[src/rtl/updown_counter.sv]
// updown_counter: up/down counter with set/reset direction register.
// Define UPDN_BOUNCE_EN to reverse direction at the limits instead of wrap/saturate.
module updown_counter #(
    parameter int WIDTH    = 4,
    parameter int MAX      = 2**WIDTH-1,
    parameter int SATURATE = 0
) (
    input  logic             clk,
    input  logic             rst,
    input  logic             en,
    input  logic             set_up,
    input  logic             set_down,
    input  logic             load,
    input  logic [WIDTH-1:0] load_val,
    output logic [WIDTH-1:0] count,
    output logic             dir,
    output logic             tc,
    output logic             conflict
);

    localparam logic [WIDTH-1:0] MAX_V = WIDTH'(MAX);
    localparam logic [WIDTH-1:0] ONE   = WIDTH'(1);

    logic             dir_res;
    logic             dir_d;
    logic             tc_d;
    logic             hit;
    logic [WIDTH-1:0] count_d;

    // Resolve S/R pulses into this cycle's direction; conflict keeps dir.
    always_comb begin
        dir_res = dir;
        unique case (1'b1)
            set_up & ~set_down: dir_res = 1'b1;
            set_down & ~set_up: dir_res = 1'b0;
            default:            dir_res = dir;
        endcase
    end

    assign hit = dir_res ? (count >= MAX_V) : (count == '0);

    // Next count/dir/tc: load beats en; boundary steps raise tc.
    always_comb begin
        count_d = count;
        dir_d   = dir_res;
        tc_d    = 1'b0;
        if (load) begin
            count_d = (load_val > MAX_V) ? MAX_V : load_val;
        end else if (en) begin
            if (!hit) begin
                count_d = dir_res ? count + ONE : count - ONE;
            end else begin
                tc_d = 1'b1;
`ifdef UPDN_BOUNCE_EN
                count_d = dir_res ? MAX_V - ONE : ONE;
                dir_d   = ~dir_res;
`else
                if (SATURATE == 0)
                    count_d = dir_res ? '0 : MAX_V;
`endif
            end
        end
    end

    // All outputs registered; synchronous reset overrides everything.
    always_ff @(posedge clk) begin
        if (rst) begin
            count    <= '0;
            dir      <= 1'b1;
            tc       <= 1'b0;
            conflict <= 1'b0;
        end else begin
            count    <= count_d;
            dir      <= dir_d;
            tc       <= tc_d;
            conflict <= set_up & set_down;
        end
    end

endmodule

[config.mk]
export PLATFORM = sky130hd
export DESIGN_NAME = updown_counter
export DESIGN_NICKNAME = d
export VERILOG_FILES = /design/src/rtl/updown_counter.sv
export SDC_FILE = /design/constraint.sdc
export NUM_CORES = 1
export LEC_CHECK = 0
export BUFFER_PORTS_ARGS = -buffer_cell sky130_fd_sc_hd__buf_2
export CAP_MARGIN = 30
export CORE_MARGIN = 2
export CORE_UTILIZATION = 45
export CTS_CLUSTER_SIZE = 12
export DETAILED_ROUTE_END_ITERATION = 7
export GPL_TIMING_DRIVEN = 0
export PLACE_DENSITY = 0.73
export SLEW_MARGIN = 20
export SYNTH_ARGS = -nofsm -noshare
export SYNTH_HDL_FRONTEND = slang
export SYNTH_SLANG_ARGS = --single-unit
[constraint.sdc]
create_clock -name clk -period 2.8 [get_ports clk]
set_input_delay 0.84 -clock clk [delete_from_list [all_inputs] [get_ports clk]]
set_output_delay 0.84 -clock clk [all_outputs]
set_load 0.01 [all_outputs]
==> metrics.txt, run 1 <==
final-report hold violation count=0; io pins=17; leak pwr=0.000340 uW; initial antenna violation count=0; Slew HR=0.763; met2 WL=570 um; crit start category=input pin; Max Cap Viol=0; number of buffers created by CTS=3; Overflow after GRT=0; Slew Limit Fails=0; number of global-route vias before repair=535; Final WS setup=0.197 ns; synthesized cell area=636 um2; most numerous cell in the Yosys netlist=nor2_1; Port Buf Inserts=14; Syn Area/Cell=8.15 um2; RSZ-0062 raised after global routing=false; P per Cell Area=462 nW/um2; CP arrival=2.74 ns; fraction of registers with async set or reset after synthesis=0; most frequent cells after synthesis=8 x nor2_1, 7 x dfxtp_1, 7 x nand2_1, 6 x a21oi_1, 4 x ha_1; Tcrit/Tclk final=0.930; CP delay by family, top=adder cells; Worst Tran Pin Value=0.350 ns; DIE HEIGHT=41.6 um; routed wl met3=77 um; num rows=13; pre-CTS WS=-0.0727 ns; M1 WL=644 um; register area share after synthesis=0.220; synth warn=0; TritonCTS clock tree=yes; Tmin final=2.60 ns; Synth top area share=0.220; crit path kind=input pin to flip-flop; final net count=111; GP Congestion=0.816; vias per cell=5.35; core area=1320 um2; WHS=0.664 ns; Hold Path Class=flip-flop to flip-flop; status=complete, no violations; setup TNS=0 ns; 1st-iter DRT viols=20; Peak VDD IR=0.000278 V; Hold Buf Count CTS=0; initial core utilization=0.482; die area=1730 um2; Max Freq=0.384 GHz; CTS resizes=0; Total GRT Usage=0.169; H-tree lvl count=1; clock-pin slew on the worst setup and hold paths=0.06 ns; clock root buffer=clkbuf_4; Vias=594; DRT Wirelength=1320 um; Pre-Repair DR Iteration Count=4; Crit. End Element=flip-flop; EDFF count, synth=0; post-DR wirelength/cell=11.9 um; Crit Path Max Fanout=9; Max Clock Skew=0.00935 ns; Mapped Cells=78; Most used DFF post-synth=dfxtp_1; synth unique cells=36; fillcell total=133; ANT cells=0; clk sinks=7; Required @ worst endpoint=2.94 ns; Die W=41.6 um; Clock Path Buffers=2; DPL Wire Length=1010 um; cell accounting for the most synthesized area=dfxtp_1; syn nets=92; synthesis-to-layout area growth=18.1%; Area contributors post-synth=dfxtp_1 22%, ha_1 7.9%, buf_6 5.3%; Final Util=0.570; max incr delay on CP=0.36 ns; largest net degree at the start of global routing=11; layout cell share with drive strength beyond 1=0.292; global-route wire length before repair=2260 um; post-CTS setup repair buffer count=0; DRC errors left=0; Skew-Pair Late Insertion Delay=0.26 ns; cells along the critical path=buf_2, inv_1, ha_1, buf_6, mux2_4, xnor2_1, ha_1, a21oi_1, or3_1, a21oi_1, o32ai_1; buffers and inverters on the worst path=3; final count of negative-setup-slack endpoints=0; FF+latch count, synth=7; slowest cell on the critical path=or3_1; total power=347 uW; Routed Antenna Nets=0; top sig layer=met4
[path summary, 6_finish.rpt]
kind,slack (ns),from,cells past startpoint,end
worst max-delay path,0.20,set_down,11,count[2]
worst min-delay path,0.66,count[3],3,count[3]
worst min register to register,0.66,count[3],3,count[3]
worst max register to register,1.00,dir,7,count[2]
[worst min-delay path: stages (launching register included)]
cell and delay (ns):
dfxtp_1 0.34, buf_6 0.14, a31oi_1 0.09, o31ai_1 0.06
[cells by family (layout without fill, tap and decap cells)]
group,Yosys count,in the layout,synth area share
simple gates,31,31,0.258
compound gates,19,19,0.213
buf+inv,10,28,0.0984
flops,7,7,0.220
fa+ha+maj,4,4,0.0787
mux,4,4,0.0905
xor+xnor,3,3,0.0413
[layout by cell type, fill, tap and decap left out, drive strengths merged]
| master | netlist | routed |
|---|---|---|
| a211oi | 1 | 1 |
| a21boi | 1 | 1 |
| a21o | 1 | 1 |
| a21oi | 6 | 6 |
| a311o | 1 | 1 |
| a31oi | 1 | 1 |
| and2 | 1 | 1 |
| and3 | 1 | 1 |
| buf | 5 | 19 |
| clkbuf | 1 | 5 |
| dfxtp | 7 | 7 |
| ha | 4 | 4 |
| inv | 4 | 4 |
| mux2 | 1 | 1 |
| mux2i | 3 | 3 |
| nand2 | 7 | 7 |
| nand2b | 1 | 1 |
| nand3 | 2 | 2 |
| nand3b | 2 | 2 |
| nor2 | 8 | 8 |
| nor2b | 1 | 1 |
| nor3 | 3 | 3 |
| nor3b | 1 | 1 |
| nor4 | 1 | 1 |
| o21a | 2 | 2 |
| o21ai | 1 | 1 |
| o311ai | 2 | 2 |
| o31ai | 2 | 2 |
| o32ai | 1 | 1 |
| or2b | 2 | 2 |
| or3 | 1 | 1 |
| xnor2 | 2 | 2 |
| xor2 | 1 | 1 |
[state kept, by name, indices dropped and copies added, names as in the netlist]
| register | count |
|---|---|
| dir | 1 |
| count | 4 |
| conflict | 1 |
| tc | 1 |
[layout make-up]
class,instances,area [um2],share of cell area
timing repair buffer,14,70.1,0.0933
buffer,6,47.5,0.0633
multi-input combinational,61,433,0.577
inverter,4,15.0,0.0200
tap,15,18.8,0.0250
sequential,7,140,0.187
clock buffer,4,26.3,0.0350
[metrics by stage]
stage / instances / instance area (um2)
after CTS: 111 / 751
after global routing: 111 / 751
after detailed placement: 107 / 724
after global placement: 107 / 724
after floorplan: 78 / 636
final: 111 / 751
[per-layer routing]
metal,up-vias,track usage
li1,310,-
met1,259,0.211
met2,21,0.259
met3,4,0.0652
met4,0,0.0645
met5,-,0
[power by group]
part	switching [uW]	internal [uW]	total [uW]
combinational	69.2	64.9	134
clock	40.9	54.6	95.6
sequential	8.73	108	117
No activity file was read; power rests on OpenSTA's default activity.
==> run 2, diff against run 1 <==
--- a/config.mk
+++ b/config.mk
@@ -12,7 +12,7 @@
 export CTS_CLUSTER_SIZE = 12
 export DETAILED_ROUTE_END_ITERATION = 7
 export GPL_TIMING_DRIVEN = 0
-export PLACE_DENSITY = 0.73
+export PLACE_DENSITY_LB_ADDON = 0.1
 export SLEW_MARGIN = 20
 export SYNTH_ARGS = -nofsm -noshare
 export SYNTH_HDL_FRONTEND = slang
==> run 2 against run 1 <==
  * Sequential power barely moved
  * Clock skew fell by 0.0027 ns
  * Non-clock buffer count did not move
  * Clock power fell by 4.9%
  * First-iteration DRC count fell by 15%
  * Maximum frequency fell by 0.61%
  * Via count rose by 1.5%
  * Total power rose by 0.16%
  * Routed wire length rose by 1.4%
  * Critical path type unchanged
  * Global-route usage fell by 0.15 points
  * Largest power group unchanged
  * Core utilization rose by 0.76 points
==> metrics.txt, run 2 (synthesized netlist as in run 1, its figures left out) <==
status=complete, no violations; setup TNS=0 ns; clk sinks=7; Worst Tran Pin Value=0.366 ns; DIE HEIGHT=41.6 um; clock root buffer=clkbuf_4; Slew Limit Fails=0; r2r startpoint=dir; Max Clock Skew=0.00662 ns; Hold Buf Count CTS=0; Max Cap Viol=0; CP arrival=2.75 ns; R2R setup slack=0.98 ns; Skew-Pair Late Insertion Delay=0.25 ns; final count of negative-setup-slack endpoints=0; RSZ-0062 raised after global routing=false; largest net degree at the start of global routing=11; Die W=41.6 um; crit start category=input pin; H-tree lvl count=1; DPL Wire Length=987 um; clock-pin slew on the worst setup and hold paths=0.05 ns; fin area=761 um2; P per Cell Area=456 nW/um2; Tcrit/Tclk final=0.935; Overflow after GRT=0; post-DR wirelength/cell=12.0 um; hold depth=3; num rows=13; leak pwr=0.000343 uW; die area=1730 um2; Port Buf Inserts=14; commonest non-fill, non-tap cell in the layout=buf_2; number of global-route vias before repair=547; commonest cells after routing, fill and taps aside=16 x buf_2, 8 x nor2_1, 7 x nand2_1, 7 x dfxtp_1, 6 x a21oi_1; placed cell area=724 um2; initial core utilization=0.482; worst r2r dst=count[2]; fillcell total=125; crit path kind=input pin to flip-flop; Peak VDD IR=0.000297 V; R2R depth=7; GP Congestion=0.776; 1st-iter DRT viols=17; Max Freq=0.382 GHz; global-route wire length before repair=2260 um; synthesis-to-layout area growth=19.7%; Vias=603; final net count=111; io pins=17; Largest register FFs=4; core area=1320 um2; Total GRT Usage=0.167; Routed Antenna Nets=0; hold path endpoint=count[3]; Pre-Repair DR Iteration Count=4; initial antenna violation count=0; Required @ worst endpoint=2.93 ns; number of buffers created by CTS=3; layout cell share with drive strength beyond 1=0.313; Clock Path Buffers=2; Slew HR=0.753; DRT Wirelength=1340 um; vias per cell=5.43; Tmin final=2.62 ns; final-report hold violation count=0; DRC errors left=0; Hold Path Class=flip-flop to flip-flop; ANT cells=0; Crit Path Max Fanout=9; min-delay src=count[3]; TritonCTS clock tree=yes; Top reg by flops=count; Crit. End Element=flip-flop
==> run 2: repair_timing <==
action / in CTS / in global routing
setup endpoints to repair: 0 / 1
setup buffers: 0 / 0
resized for setup: 0 / 2
==> run 2: worst max path at each step <==
| stage | from | to | slack [ns] | depth (start not counted) |
|---|---|---|---|---|
| 2_1_floorplan | set_down | count[2] | 0.14 | 10 |
| 3_3_place_gp | set_up | count[2] | -0.05 | 10 |
| 3_5_place_dp | set_down | count[2] | -0.1 | 11 |
| 4_1_cts | set_down | count[2] | 0.15 | 11 |
| 5_1_grt | set_down | count[2] | 0.05 | 11 |
| 6_report | set_up | count[2] | 0.18 | 10 |
==> run 2: per-layer routing <==
| metal | track usage | wire length [um] | up-vias | part of all wire |
|---|---|---|---|---|
| li1 | - | - | 311 | - |
| met2 | 0.250 | 597 | 28 | 0.45 |
| met3 | 0.0826 | 101 | 0 | 0.076 |
| met4 | 0.0129 | 0 | 0 | 0 |
| met5 | 0 | 0 | - | 0 |
| met1 | 0.226 | 637 | 264 | 0.48 |
==> run 2: cell type report <==
type                            count  area [um2]  share of cell area
Buffer                              6        47.5              0.0625
Multi-Input combinational cell     61         443               0.582
Tap cell                           15        18.8              0.0247
Clock buffer                        4        26.3              0.0345
Inverter                            4        15.0              0.0197
Sequential cell                     7         140               0.184
Timing Repair Buffer               14        70.1              0.0921
==> run 2: power breakdown <==
group | switching (uW) | internal (uW) | total, uW
clock | 36.5 | 54.3 | 90.9
sequential | 9.00 | 108 | 117
combinational | 71.5 | 67.5 | 139
==> run 2: critical path, cell delays in order <==
cell	delay (ns)
buf_2	0.12
ha_1	0.30
buf_6	0.15
mux2_4	0.33
xnor2_2	0.13
ha_2	0.20
a21oi_1	0.06
or3_1	0.37
a21oi_1	0.14
o32ai_1	0.11
==> run 2: per-stage QoR <==
stage	utilization	power [uW]	hold slack (ns)	cells	setup WS, ns
floorplan	-	221	0.655	78	0.142
global route	0.577	372	0.699	111	0.0457
global placement	0.550	252	0.635	107	-0.0522
detailed placement	0.550	252	0.646	107	-0.0958
CTS	0.570	345	0.664	111	0.151
finish	0.577	347	0.662	111	0.181
==> run 3, diff against run 2 <==
--- a/config.mk
+++ b/config.mk
@@ -7,13 +7,15 @@
 export LEC_CHECK = 0
 export BUFFER_PORTS_ARGS = -buffer_cell sky130_fd_sc_hd__buf_2
 export CAP_MARGIN = 30
+export CELL_PAD_IN_SITES_DETAIL_PLACEMENT = 1
+export CELL_PAD_IN_SITES_GLOBAL_PLACEMENT = 1
 export CORE_MARGIN = 2
-export CORE_UTILIZATION = 45
+export CORE_UTILIZATION = 33
 export CTS_CLUSTER_SIZE = 12
 export DETAILED_ROUTE_END_ITERATION = 7
 export GPL_TIMING_DRIVEN = 0
 export PLACE_DENSITY_LB_ADDON = 0.1
-export SLEW_MARGIN = 20
+export SLEW_MARGIN = 10
 export SYNTH_ARGS = -nofsm -noshare
 export SYNTH_HDL_FRONTEND = slang
 export SYNTH_SLANG_ARGS = --single-unit
==> run 3 against run 2 <==
  * Core utilization decreased by 14 points
  * Flip-flop and latch count unchanged
  * Routed wire length rose by 13%
  * Die area is 33% higher
  * Maximum frequency decreased by 0.14%
  * Clock skew about the same
  * Worst hold slack gained 0.0011 ns
  * Largest cell class unchanged
==> metrics.txt, run 3 (synthesized netlist as in run 1, its figures left out) <==
Final Util=0.433; core area=1760 um2; commonest cells after routing, fill and taps aside=16 x buf_2, 8 x nor2_1, 7 x nand2_1, 7 x dfxtp_1, 6 x a21oi_1; post-CTS setup repair buffer count=0; clock root buffer=clkbuf_4; Skew-Pair Late Insertion Delay=0.27 ns; largest net degree at the start of global routing=11; number of buffers created by CTS=3; crit path kind=input pin to flip-flop; Required @ worst endpoint=2.96 ns; io pins=17; Slew Limit Fails=0; Vias=597; commonest non-fill, non-tap cell in the layout=buf_2; number of global-route vias before repair=550; Hold Buf Count CTS=0; Top reg by flops=count; num rows=15; TritonCTS clock tree=yes; Clk pwr share=0.284; DPL Wire Length=1160 um; DRT Wirelength=1510 um; H-tree lvl count=1; Max Freq=0.381 GHz; final net count=111; clk sinks=7; vias per cell=4.93; CP arrival=2.78 ns; R2R depth=7; final count of negative-setup-slack endpoints=0; Tcrit/Tclk final=0.937; Combinational Power Share=0.386; RSZ-0062 raised after global routing=false; status=complete, no violations; crit start category=input pin; Largest register FFs=4; DRC errors left=0; WHS=0.664 ns; synthesis-to-layout area growth=20.1%; net switching power=127 uW; initial core utilization=0.360; Peak VDD IR=0.000198 V; hold depth=3; final-report hold violation count=0; Hold Path Class=flip-flop to flip-flop; P per Cell Area=465 nW/um2; Pre-Repair DR Iteration Count=3; global-route wire length before repair=2570 um; Max Cap Viol=0; layout cell share with drive strength beyond 1=0.292; Routed Antenna Nets=0; Slew HR=0.780; switching share of power=0.357; GP Congestion=0.742; sequential fraction of design power=0.330; Int Power=228 uW; Tmin final=2.62 ns; post-DR wirelength/cell=12.5 um; Die W=47.9 um; clock-pin slew on the worst setup and hold paths=0.06 ns; Max Clock Skew=0.00670 ns; Crit Path Max Fanout=9; DIE HEIGHT=47.9 um; Port Buf Inserts=14; Crit. End Element=flip-flop; Worst Tran Pin Value=0.325 ns; initial antenna violation count=0; Clock Path Buffers=2; Total GRT Usage=0.166; CTS resizes=0; leak pwr=0.000340 uW; Overflow after GRT=0; die area=2290 um2; 1st-iter DRT viols=3; ANT cells=0
[run 3: metal layers]
metal / global-route usage / wire [um] / vias up
li1: - / - / 308
met1: 0.223 / 718 / 273
met2: 0.243 / 699 / 14
met3: 0.0566 / 71 / 2
met4: 0.0649 / 21 / 0
met5: 0 / 0 / -
[run 3: final cells by class]
class | count | area, um2
fillers | 238 | 1000
multi-input cells | 61 | 433
flip-flops and latches | 7 | 140
repair buffers | 14 | 70.1
plain buffers | 6 | 47.5
well taps | 25 | 31.3
clock buffers | 4 | 26.3
inverters | 4 | 15.0
[run 3: worst max-delay path, cell delays in order]
cell and delay (ns):
buf_2 0.09, inv_1 0.05, ha_1 0.28, buf_6 0.14, mux2_4 0.34, xnor2_1 0.14
ha_1 0.20, a21oi_1 0.08, or3_1 0.35, a21oi_1 0.16, o32ai_1 0.11
[run 3: power by group through the flow]
stage          clock network [uW]  registers, uW  logic (uW)
6_report                      101            117         137
2_1_floorplan                   0            122        98.9
3_3_place_gp                    0            119         137
3_5_place_dp                    0            120         137
5_1_grt                       110            119         153
4_1_cts                       105            117         138
[run 3: stage by stage]
step           instances  TNS, ns  total power (uW)  setup slack, ns  instance area, um2
6_report             121        0               355            0.177                 763
5_1_grt              121        0               381           0.0545                 763
4_1_cts              121        0               360            0.180                 763
3_5_place_dp         117   -0.109               257           -0.109                 737
3_3_place_gp         117  -0.0813               255          -0.0813                 737
2_1_floorplan         78        0               221            0.142                 636
[run 3: worst paths after layout]
path | from | end | slack [ns]
min reg2reg | count[3] | count[3] | 0.66
min | count[3] | count[3] | 0.66
max | set_down | count[2] | 0.18
max reg2reg | dir | count[2] | 0.96
